===== config.mk =====
export PLATFORM = sky130hd
export DESIGN_NAME = apb_master_arbiter_flat
export DESIGN_NICKNAME = d
export VERILOG_FILES = /design/src/rtl/apb_master_arbiter_if.sv /design/src/rtl/apb_master_arbiter.sv /design/src/flat_wrapper.sv
export SDC_FILE = /design/constraint.sdc
export NUM_CORES = 1
export LEC_CHECK = 0
export CORE_UTILIZATION = 38
export CTS_CLUSTER_SIZE = 28
export DETAILED_ROUTE_END_ITERATION = 10
export HOLD_SLACK_MARGIN = 0.08
export MAX_ROUTING_LAYER = met4
export PLACE_DENSITY = 0.85
export RECOVER_POWER = 100
export SETUP_SLACK_MARGIN = 0.1
export SLEW_MARGIN = 10
export SYNTH_ARGS = -nofsm -noshare
export SYNTH_HDL_FRONTEND = slang
export SYNTH_SLANG_ARGS = --single-unit

===== constraint.sdc =====
create_clock -name clock_i -period 2.3 [get_ports clock_i]
set_clock_uncertainty 0.05 [all_clocks]
set_input_delay 0.46 -clock clock_i [delete_from_list [all_inputs] [get_ports clock_i]]
set_output_delay 0.46 -clock clock_i [all_outputs]
set_load 0.01 [all_outputs]

===== src/rtl/apb_master_arbiter_if.sv =====
// Requester-side and APB-side signals of the APB master arbiter.
// The master modport faces the arbiter; the slave modport faces requesters and the APB slave.
interface apb_master_arbiter_if #(
  parameter int NUM_REQ    = 2,
  parameter int ADDR_WIDTH = 32,
  parameter int DATA_WIDTH = 32
);
  // requester side
  logic [NUM_REQ-1:0]            req_valid;
  logic [NUM_REQ-1:0]            req_write;
  logic [NUM_REQ*ADDR_WIDTH-1:0] req_addr;
  logic [NUM_REQ*DATA_WIDTH-1:0] req_wdata;
  logic [NUM_REQ-1:0]            req_grant;
  logic [NUM_REQ-1:0]            rsp_valid;
  logic [DATA_WIDTH-1:0]         rsp_rdata;
  logic                          busy;

  // APB side
  logic                          pselx;
  logic                          penable;
  logic                          pwrite;
  logic [ADDR_WIDTH-1:0]         paddr;
  logic [DATA_WIDTH-1:0]         pwdata;
  logic [DATA_WIDTH-1:0]         prdata;

  modport master (
    input  req_valid, req_write, req_addr, req_wdata, prdata,
    output req_grant, rsp_valid, rsp_rdata, busy,
           pselx, penable, pwrite, paddr, pwdata
  );

  modport slave (
    output req_valid, req_write, req_addr, req_wdata, prdata,
    input  req_grant, rsp_valid, rsp_rdata, busy,
           pselx, penable, pwrite, paddr, pwdata
  );
endinterface


===== src/rtl/apb_master_arbiter.sv =====
// Round-robin requester arbiter driving a zero-wait-state APB master; SETUP one cycle after request, rsp_valid two cycles later.
// Requesters hold req_valid until granted; define APB_ARB_FIXED_PRIO_EN for fixed lowest-index-wins priority.
module apb_master_arbiter #(
  parameter int NUM_REQ    = 2,
  parameter int ADDR_WIDTH = 32,
  parameter int DATA_WIDTH = 32
) (
  input logic                 clock_i,
  input logic                 reset_i,
  apb_master_arbiter_if.master bus
);

  localparam int IDX_W = (NUM_REQ > 1) ? $clog2(NUM_REQ) : 1;

  typedef enum logic [1:0] {
    IDLE   = 2'd0,
    SETUP  = 2'd1,
    ACCESS = 2'd2
  } state_e;

  state_e                 state_q, state_d;
  logic [IDX_W-1:0]       winner_q, winner_d;
  logic [NUM_REQ-1:0]     grant_q, grant_d;
  logic [NUM_REQ-1:0]     rsp_valid_q, rsp_valid_d;
  logic [DATA_WIDTH-1:0]  rsp_rdata_q, rsp_rdata_d;
  logic                   pselx_q, pselx_d;
  logic                   penable_q, penable_d;
  logic                   pwrite_q, pwrite_d;
  logic [ADDR_WIDTH-1:0]  paddr_q, paddr_d;
  logic [DATA_WIDTH-1:0]  pwdata_q, pwdata_d;

  logic                   win_found;
  logic [IDX_W-1:0]       win_idx;
  logic                   win_write;
  logic [ADDR_WIDTH-1:0]  win_addr;
  logic [DATA_WIDTH-1:0]  win_wdata;
  logic                   take;

`ifdef APB_ARB_FIXED_PRIO_EN
  // Scan downward so the lowest requesting index is the last writer and wins.
  always_comb begin
    win_found = 1'b0;
    win_idx   = '0;
    for (int i = NUM_REQ - 1; i >= 0; i--) begin
      if (bus.req_valid[i]) begin
        win_found = 1'b1;
        win_idx   = IDX_W'(i);
      end
    end
  end
`else
  logic [IDX_W-1:0] last_grant_q, last_grant_d;
  logic [IDX_W-1:0] cand;

  // Search begins one past the previous winner and wraps.
  always_comb begin
    win_found = 1'b0;
    win_idx   = '0;
    cand      = '0;
    for (int k = 1; k <= NUM_REQ; k++) begin
      cand = IDX_W'((int'(last_grant_q) + k) % NUM_REQ);
      if (!win_found && bus.req_valid[cand]) begin
        win_found = 1'b1;
        win_idx   = cand;
      end
    end
  end
`endif

  assign win_write = bus.req_write[win_idx];
  assign win_addr  = bus.req_addr[int'(win_idx)*ADDR_WIDTH +: ADDR_WIDTH];
  assign win_wdata = bus.req_wdata[int'(win_idx)*DATA_WIDTH +: DATA_WIDTH];

  always_comb begin
    state_d     = state_q;
    winner_d    = winner_q;
    grant_d     = '0;
    rsp_valid_d = '0;
    rsp_rdata_d = rsp_rdata_q;
    pselx_d     = pselx_q;
    penable_d   = penable_q;
    pwrite_d    = pwrite_q;
    paddr_d     = paddr_q;
    pwdata_d    = pwdata_q;
    take        = 1'b0;
`ifndef APB_ARB_FIXED_PRIO_EN
    last_grant_d = last_grant_q;
`endif

    case (state_q)
      IDLE: begin
        take = win_found;
      end
      SETUP: begin
        state_d   = ACCESS;
        pselx_d   = 1'b1;
        penable_d = 1'b1;
      end
      ACCESS: begin
        rsp_valid_d = NUM_REQ'(1) << winner_q;
        if (!pwrite_q) begin
          rsp_rdata_d = bus.prdata;
        end
        if (win_found) begin
          take = 1'b1;
        end else begin
          state_d   = IDLE;
          pselx_d   = 1'b0;
          penable_d = 1'b0;
        end
      end
      default: begin
        state_d   = IDLE;
        pselx_d   = 1'b0;
        penable_d = 1'b0;
      end
    endcase

    // A new winner is loaded from IDLE or straight out of ACCESS, keeping pselx high.
    if (take) begin
      state_d   = SETUP;
      winner_d  = win_idx;
      grant_d   = NUM_REQ'(1) << win_idx;
      pselx_d   = 1'b1;
      penable_d = 1'b0;
      pwrite_d  = win_write;
      paddr_d   = win_addr;
      pwdata_d  = win_wdata;
`ifndef APB_ARB_FIXED_PRIO_EN
      last_grant_d = win_idx;
`endif
    end
  end

  always_ff @(posedge clock_i) begin
    if (reset_i) begin
      state_q     <= IDLE;
      winner_q    <= '0;
      grant_q     <= '0;
      rsp_valid_q <= '0;
      rsp_rdata_q <= '0;
      pselx_q     <= 1'b0;
      penable_q   <= 1'b0;
      pwrite_q    <= 1'b0;
      paddr_q     <= '0;
      pwdata_q    <= '0;
    end else begin
      state_q     <= state_d;
      winner_q    <= winner_d;
      grant_q     <= grant_d;
      rsp_valid_q <= rsp_valid_d;
      rsp_rdata_q <= rsp_rdata_d;
      pselx_q     <= pselx_d;
      penable_q   <= penable_d;
      pwrite_q    <= pwrite_d;
      paddr_q     <= paddr_d;
      pwdata_q    <= pwdata_d;
    end
  end

`ifndef APB_ARB_FIXED_PRIO_EN
  always_ff @(posedge clock_i) begin
    if (reset_i) begin
      last_grant_q <= IDX_W'(NUM_REQ - 1);
    end else begin
      last_grant_q <= last_grant_d;
    end
  end
`endif

  assign bus.req_grant = grant_q;
  assign bus.rsp_valid = rsp_valid_q;
  assign bus.rsp_rdata = rsp_rdata_q;
  assign bus.busy      = pselx_q;
  assign bus.pselx     = pselx_q;
  assign bus.penable   = penable_q;
  assign bus.pwrite    = pwrite_q;
  assign bus.paddr     = paddr_q;
  assign bus.pwdata    = pwdata_q;

endmodule


===== src/flat_wrapper.sv =====
// flat-port wrapper written by rule: the top's interface ports become plain ports
module apb_master_arbiter_flat 
#(
  parameter int NUM_REQ    = 2,
  parameter int ADDR_WIDTH = 32,
  parameter int DATA_WIDTH = 32
)
  (clock_i, reset_i, bus_req_valid, bus_req_write, bus_req_addr, bus_req_wdata, bus_prdata, bus_req_grant, bus_rsp_valid, bus_rsp_rdata, bus_busy, bus_pselx, bus_penable, bus_pwrite, bus_paddr, bus_pwdata);
  apb_master_arbiter_if #(.NUM_REQ(NUM_REQ), .ADDR_WIDTH(ADDR_WIDTH), .DATA_WIDTH(DATA_WIDTH)) bus_i ();
  input logic clock_i;
  input logic reset_i;
  input wire logic [$bits(bus_i.req_valid)-1:0] bus_req_valid;
  input wire logic [$bits(bus_i.req_write)-1:0] bus_req_write;
  input wire logic [$bits(bus_i.req_addr)-1:0] bus_req_addr;
  input wire logic [$bits(bus_i.req_wdata)-1:0] bus_req_wdata;
  input wire logic [$bits(bus_i.prdata)-1:0] bus_prdata;
  output wire logic [$bits(bus_i.req_grant)-1:0] bus_req_grant;
  output wire logic [$bits(bus_i.rsp_valid)-1:0] bus_rsp_valid;
  output wire logic [$bits(bus_i.rsp_rdata)-1:0] bus_rsp_rdata;
  output wire logic [$bits(bus_i.busy)-1:0] bus_busy;
  output wire logic [$bits(bus_i.pselx)-1:0] bus_pselx;
  output wire logic [$bits(bus_i.penable)-1:0] bus_penable;
  output wire logic [$bits(bus_i.pwrite)-1:0] bus_pwrite;
  output wire logic [$bits(bus_i.paddr)-1:0] bus_paddr;
  output wire logic [$bits(bus_i.pwdata)-1:0] bus_pwdata;
  assign bus_i.req_valid = bus_req_valid;
  assign bus_i.req_write = bus_req_write;
  assign bus_i.req_addr = bus_req_addr;
  assign bus_i.req_wdata = bus_req_wdata;
  assign bus_i.prdata = bus_prdata;
  assign bus_req_grant = bus_i.req_grant;
  assign bus_rsp_valid = bus_i.rsp_valid;
  assign bus_rsp_rdata = bus_i.rsp_rdata;
  assign bus_busy = bus_i.busy;
  assign bus_pselx = bus_i.pselx;
  assign bus_penable = bus_i.penable;
  assign bus_pwrite = bus_i.pwrite;
  assign bus_paddr = bus_i.paddr;
  assign bus_pwdata = bus_i.pwdata;
  apb_master_arbiter #(.NUM_REQ(NUM_REQ), .ADDR_WIDTH(ADDR_WIDTH), .DATA_WIDTH(DATA_WIDTH)) u_core (.clock_i(clock_i), .reset_i(reset_i), .bus(bus_i));
endmodule

# Word-level counts from Yosys, hierarchy flattened
# Index checks and enable logic that the tools add are counted.
# totals
ff_bits	107
input_bits	166
output_inout_bits	104
# op_classes
add_sub_neg	2
magnitude_cmp	3
n_eq_ne	5
shifts	4
mux	18
n_bitwise	4
reduce_logical	9
# op_table
op	n
64-bit by 7-bit indexed part select with 32-bit output	2
1-bit 2-to-1 mux	14
1-bit by 2-bit less-than comparator with 1-bit output (second input constant)	3
2-bit one-hot mux with 3 select lines	1
2-bit AND reduction	3
2-bit OR reduction	3
1-bit NOT	4
1-bit by 1-bit << shifter with 2-bit output (first input constant)	2
3-bit != test (second input constant)	1
1-bit one-hot mux with 3 select lines	1
1-bit adder (second input constant)	2
2-bit by 1-bit equality test with 1-bit output (second input constant)	1
2-bit equality test (second input constant)	1
2-bit zero test	1
2-bit 2-to-1 mux	1
2-bit by 1-bit != test with 1-bit output (second input constant)	1
2-bit != test (second input constant)	1
1-bit one-hot mux with 2 select lines	1
1-bit logical AND	1
1-bit zero test	1

# Logic depth before layout (Yosys ltp)
# depth
ltp_word	11
ltp_mapped	6

# Least setup slack after synthesis
# OpenSTA, ideal clock, no wires.
# synth_path
path_type	in2reg
start	input reset_i
end	register u_core.paddr_q[0] (netlist: u_core.bus.paddr[0])
arrival_ps	1339
t_required_ps	2128
setup_slack_ps	790
cell_stages	6
cell_sequence	nor2_2 and3_4 buf_6 buf_6 buf_6 a221o_1
# synth_rtl
item	line	rtl
start: declaration	flat_wrapper.sv:11	input logic reset_i;
end signal: assignment	apb_master_arbiter.sv:156	paddr_q <= paddr_d;
end: declaration	apb_master_arbiter.sv:29	logic [ADDR_WIDTH-1:0] paddr_q, paddr_d;

# Worst setup path in the final report
# layout_path
start	input bus_req_valid[0]
end	register u_core.pwdata_q[28] (netlist: u_core.bus.pwdata[28])
# layout_via
elab_chain_len	8
elab_cells_between_ends	13
classes_between	shift: 1; mux: 10; reduce/logical: 2
# layout_lines
item	line	rtl
start: declaration	flat_wrapper.sv:12	input wire logic [$bits(bus_i.req_valid)-1:0] bus_req_valid;
branches (longest 8 deep; another with 64-bit by 7-bit indexed part select with 32-bit output)	n/a	
end signal: assignment	apb_master_arbiter.sv:157	pwdata_q <= pwdata_d;
end: declaration	apb_master_arbiter.sv:30	logic [DATA_WIDTH-1:0] pwdata_q, pwdata_d;
# Several ways; the timed one is not identified. The select of a mux whose other input is x is not followed.
# A chain may end at the register's enable or synchronous reset.

==> flow_summary.json <==
{
  "rsz0062_at_grt": "no",
  "ys_ff_latch": 106,
  "multi_input_area_um2": 1670,
  "cts_resized": 0,
  "cts_tree": "yes",
  "track_usage_pct": 24.2,
  "ir_drop_uv": 376,
  "yosysWarningCount": 0,
  "grt_max_degree": 103,
  "grt_pass1_wl_um": 20500,
  "cp_slowest_cell": "dlygate4sd3_1",
  "drv_cap": 0,
  "ctsHtreeMaxLevel": 3,
  "synth_seq_area_share_pct": 52.9,
  "status": "completed",
  "cts_sinks": 106,
  "ios": 270,
  "cts_hold_buffers": 0,
  "hold_class": "in2reg",
  "hold_path_end": "u_core.state_q[0]",
  "fillers": 802,
  "setup_violations": 0,
  "rows": 37,
  "drtIter0Drc": 235,
  "cp_max_fo": 67,
  "drt_pass1_iterations": 4,
  "crit_required_ns": 2.50,
  "rr_startpoint": "u_core.state_q[0]",
  "portBuffers": 269,
  "routabilityCongestion": 0.822,
  "finalHoldViolCount": 0,
  "synthCells": 393,
  "place_inst": 763,
  "syn_avg_cell_area_um2": 10.2,
  "layout_common_cells": "163 x clkdlybuf4s50_1, 106 x dfxtp_1, 105 x dlygate4sd3_1",
  "path_buf_inv": 2,
  "setup.worst_path.end_class": "flop",
  "r2r_cells": 4,
  "synth_area_um2": 4010,
  "wirelength_um": 13100,
  "relSlewSlack_pct": 20.1,
  "clockRootBuffer": "clkbuf_8",
  "nNetsFinal": 804,
  "die_h_um": 105,
  "mostFrequentLayoutCell": "clkdlybuf4s50_1",
  "antenna_found_initial": 0,
  "clock_path_buffers": 2,
  "finalSetupTns_ns": 0,
  "ant_nets": 0,
  "drc": 0,
  "report.final.slew_viol_count": 0,
  "ys_types": 24,
  "period_share_pct": 89.9,
  "cpLargestDelayFamily": "buffers and inverters",
  "via_count": 4123,
  "netlist.area_leader.share_pct": 52.9,
  "cts.clk_slew.worst_paths_ns": 0.10,
  "r2r_slack_ns": 0.42,
  "clock_latency_ns": 0.35,
  "area_growth_pct": 72.2,
  "layout-drive-gt1-share_pct": 4.04,
  "syn-num-nets": 559,
  "viasPerCell": 5.29,
  "startpoint_type": "input port",
  "core_area_um2": 10300,
  "path_class": "in2reg",
  "min_path_cells": 3,
  "grt_overflow": 0,
  "regArea_um2": 2120,
  "layoutNonFillerInstCount": 779,
  "min_from": "reset_i",
  "crit_chain": "dlygate4sd3_1 > nand2_1 > and3_2 > clkbuf_4 > a221o_1",
  "power.density_nw_per_um2": 571,
  "worstMarginPinSlew_ns": 1.20,
  "start_util_pct": 39.0,
  "worstReg2RegEnd": "u_core.bus.pwdata[28]",
  "layout_min_cycle_time_ns": 2.07,
  "numCtsBuffers": 9,
  "die_area_um2": 11000,
  "antenna_cells": 0,
  "cpPeakStageDelay_ns": 0.60,
  "die_w_um": 105,
  "dp_hpwl_um": 9340,
  "timing.critical_path.from": "bus_req_valid[0]",
  "critPathArrivalTime_ns": 2.27,
  "p_leak_nw": 2.72,
  "post-cts-setup-buffer-count": 0,
  "wl_per_cell_um": 16.8,
  "synthTopCellsByArea": "dfxtp_1 53%, a221o_1 16%, nor3b_1 12%",
  "grt_pass1_vias": 4153,
  "max_clock_freq_mhz": 483,
  "yosys.area.top_type": "dfxtp_1"
}
layer usage:
layer	track usage, %	wire length, µm	up-vias
met5	-	0	-
met2	42.2	6490	199
li1	-	-	1944
met1	26.9	5430	1955
met4	10.2	331	0
met3	4.80	835	25
worst max path at each step:
stage | to | depth (start not counted) | slack [ns]
final | u_core.bus.pwdata[28] | 5 | 0.23
after CTS | bus_penable | 1 | 0.41
after global routing | u_core.bus.paddr[6] | 5 | 0.20
after floorplan | u_core.bus.paddr[0] | 6 | 0.79
after detailed placement | u_core.bus.pwdata[28] | 5 | 0.25
after global placement | u_core.bus.paddr[30] | 5 | 0.31
power by group:
| group | leakage (nW) | internal, mW | switching, mW |
|---|---|---|---|
| Combinational | 1.77 | 0.558 | 0.343 |
| Clock | 0.0831 | 0.392 | 0.612 |
| Sequential | 0.870 | 1.97 | 0.0647 |
| Total | 2.72 | 2.92 | 1.02 |
tightest hold or removal path: stages:
cell      delay [ns]
clkbuf_1        0.12
nor2_2          0.06
o21a_1          0.11
synth_stat cells (all sizes together):
master	instances
a21o	1
a21oi	32
a221o	65
and2	1
and3	2
and4bb	1
buf	17
clkbuf	25
dfxtp	106
nand2	65
nand2b	2
nor2	4
nor3	1
nor3b	66
nor4b	1
o21a	1
o21ai	1
o21ba	1
or3b	1
logic make-up (layout without fill, tap and decap cells):
family          Yosys count  after routing  synth area share [%]
flops                   106            106                  52.9
simple gates            144            144                  20.7
compound gates          101            101                  21.0
buf+inv                  42            292                  5.43
registers in the layout, summed over array words and instances (netlist names):
name and flops:
u_core.bus.busy 1, u_core.bus.paddr 32, u_core.bus.penable 1, u_core.bus.pwdata 32, u_core.bus.pwrite 1, u_core.bus.req_grant 2, u_core.bus.rsp_rdata 32, u_core.bus.rsp_valid 2
u_core.last_grant_q 1, u_core.state_q 1, u_core.winner_q 1
layout make-up:
class	count	share of cell area (%)
Clock buffer	11	1.90
Timing Repair Buffer	276	40.2
Clock inverter	5	0.453
Multi-Input combinational cell	245	24.2
Sequential cell	106	30.7
Tap cell	136	2.47
metrics by stage:
| step | hold WS, ns | setup WS (ns) | util, % | instance area [µm²] | power [mW] |
|---|---|---|---|---|---|
| global route | 0.397 | 0.197 | 67.2 | 6900 | 4.11 |
| detailed placement | 0.397 | 0.249 | 65.9 | 6770 | 3.03 |
| floorplan | 0.367 | 0.790 | - | 4010 | 2.41 |
| finish | 0.397 | 0.232 | 67.2 | 6900 | 3.94 |
| global placement | 0.391 | 0.307 | 65.9 | 6770 | 3.01 |
| CTS | 0.342 | 0.412 | 67.5 | 6940 | 4.03 |
No activity file was read; power rests on OpenSTA's default activity.
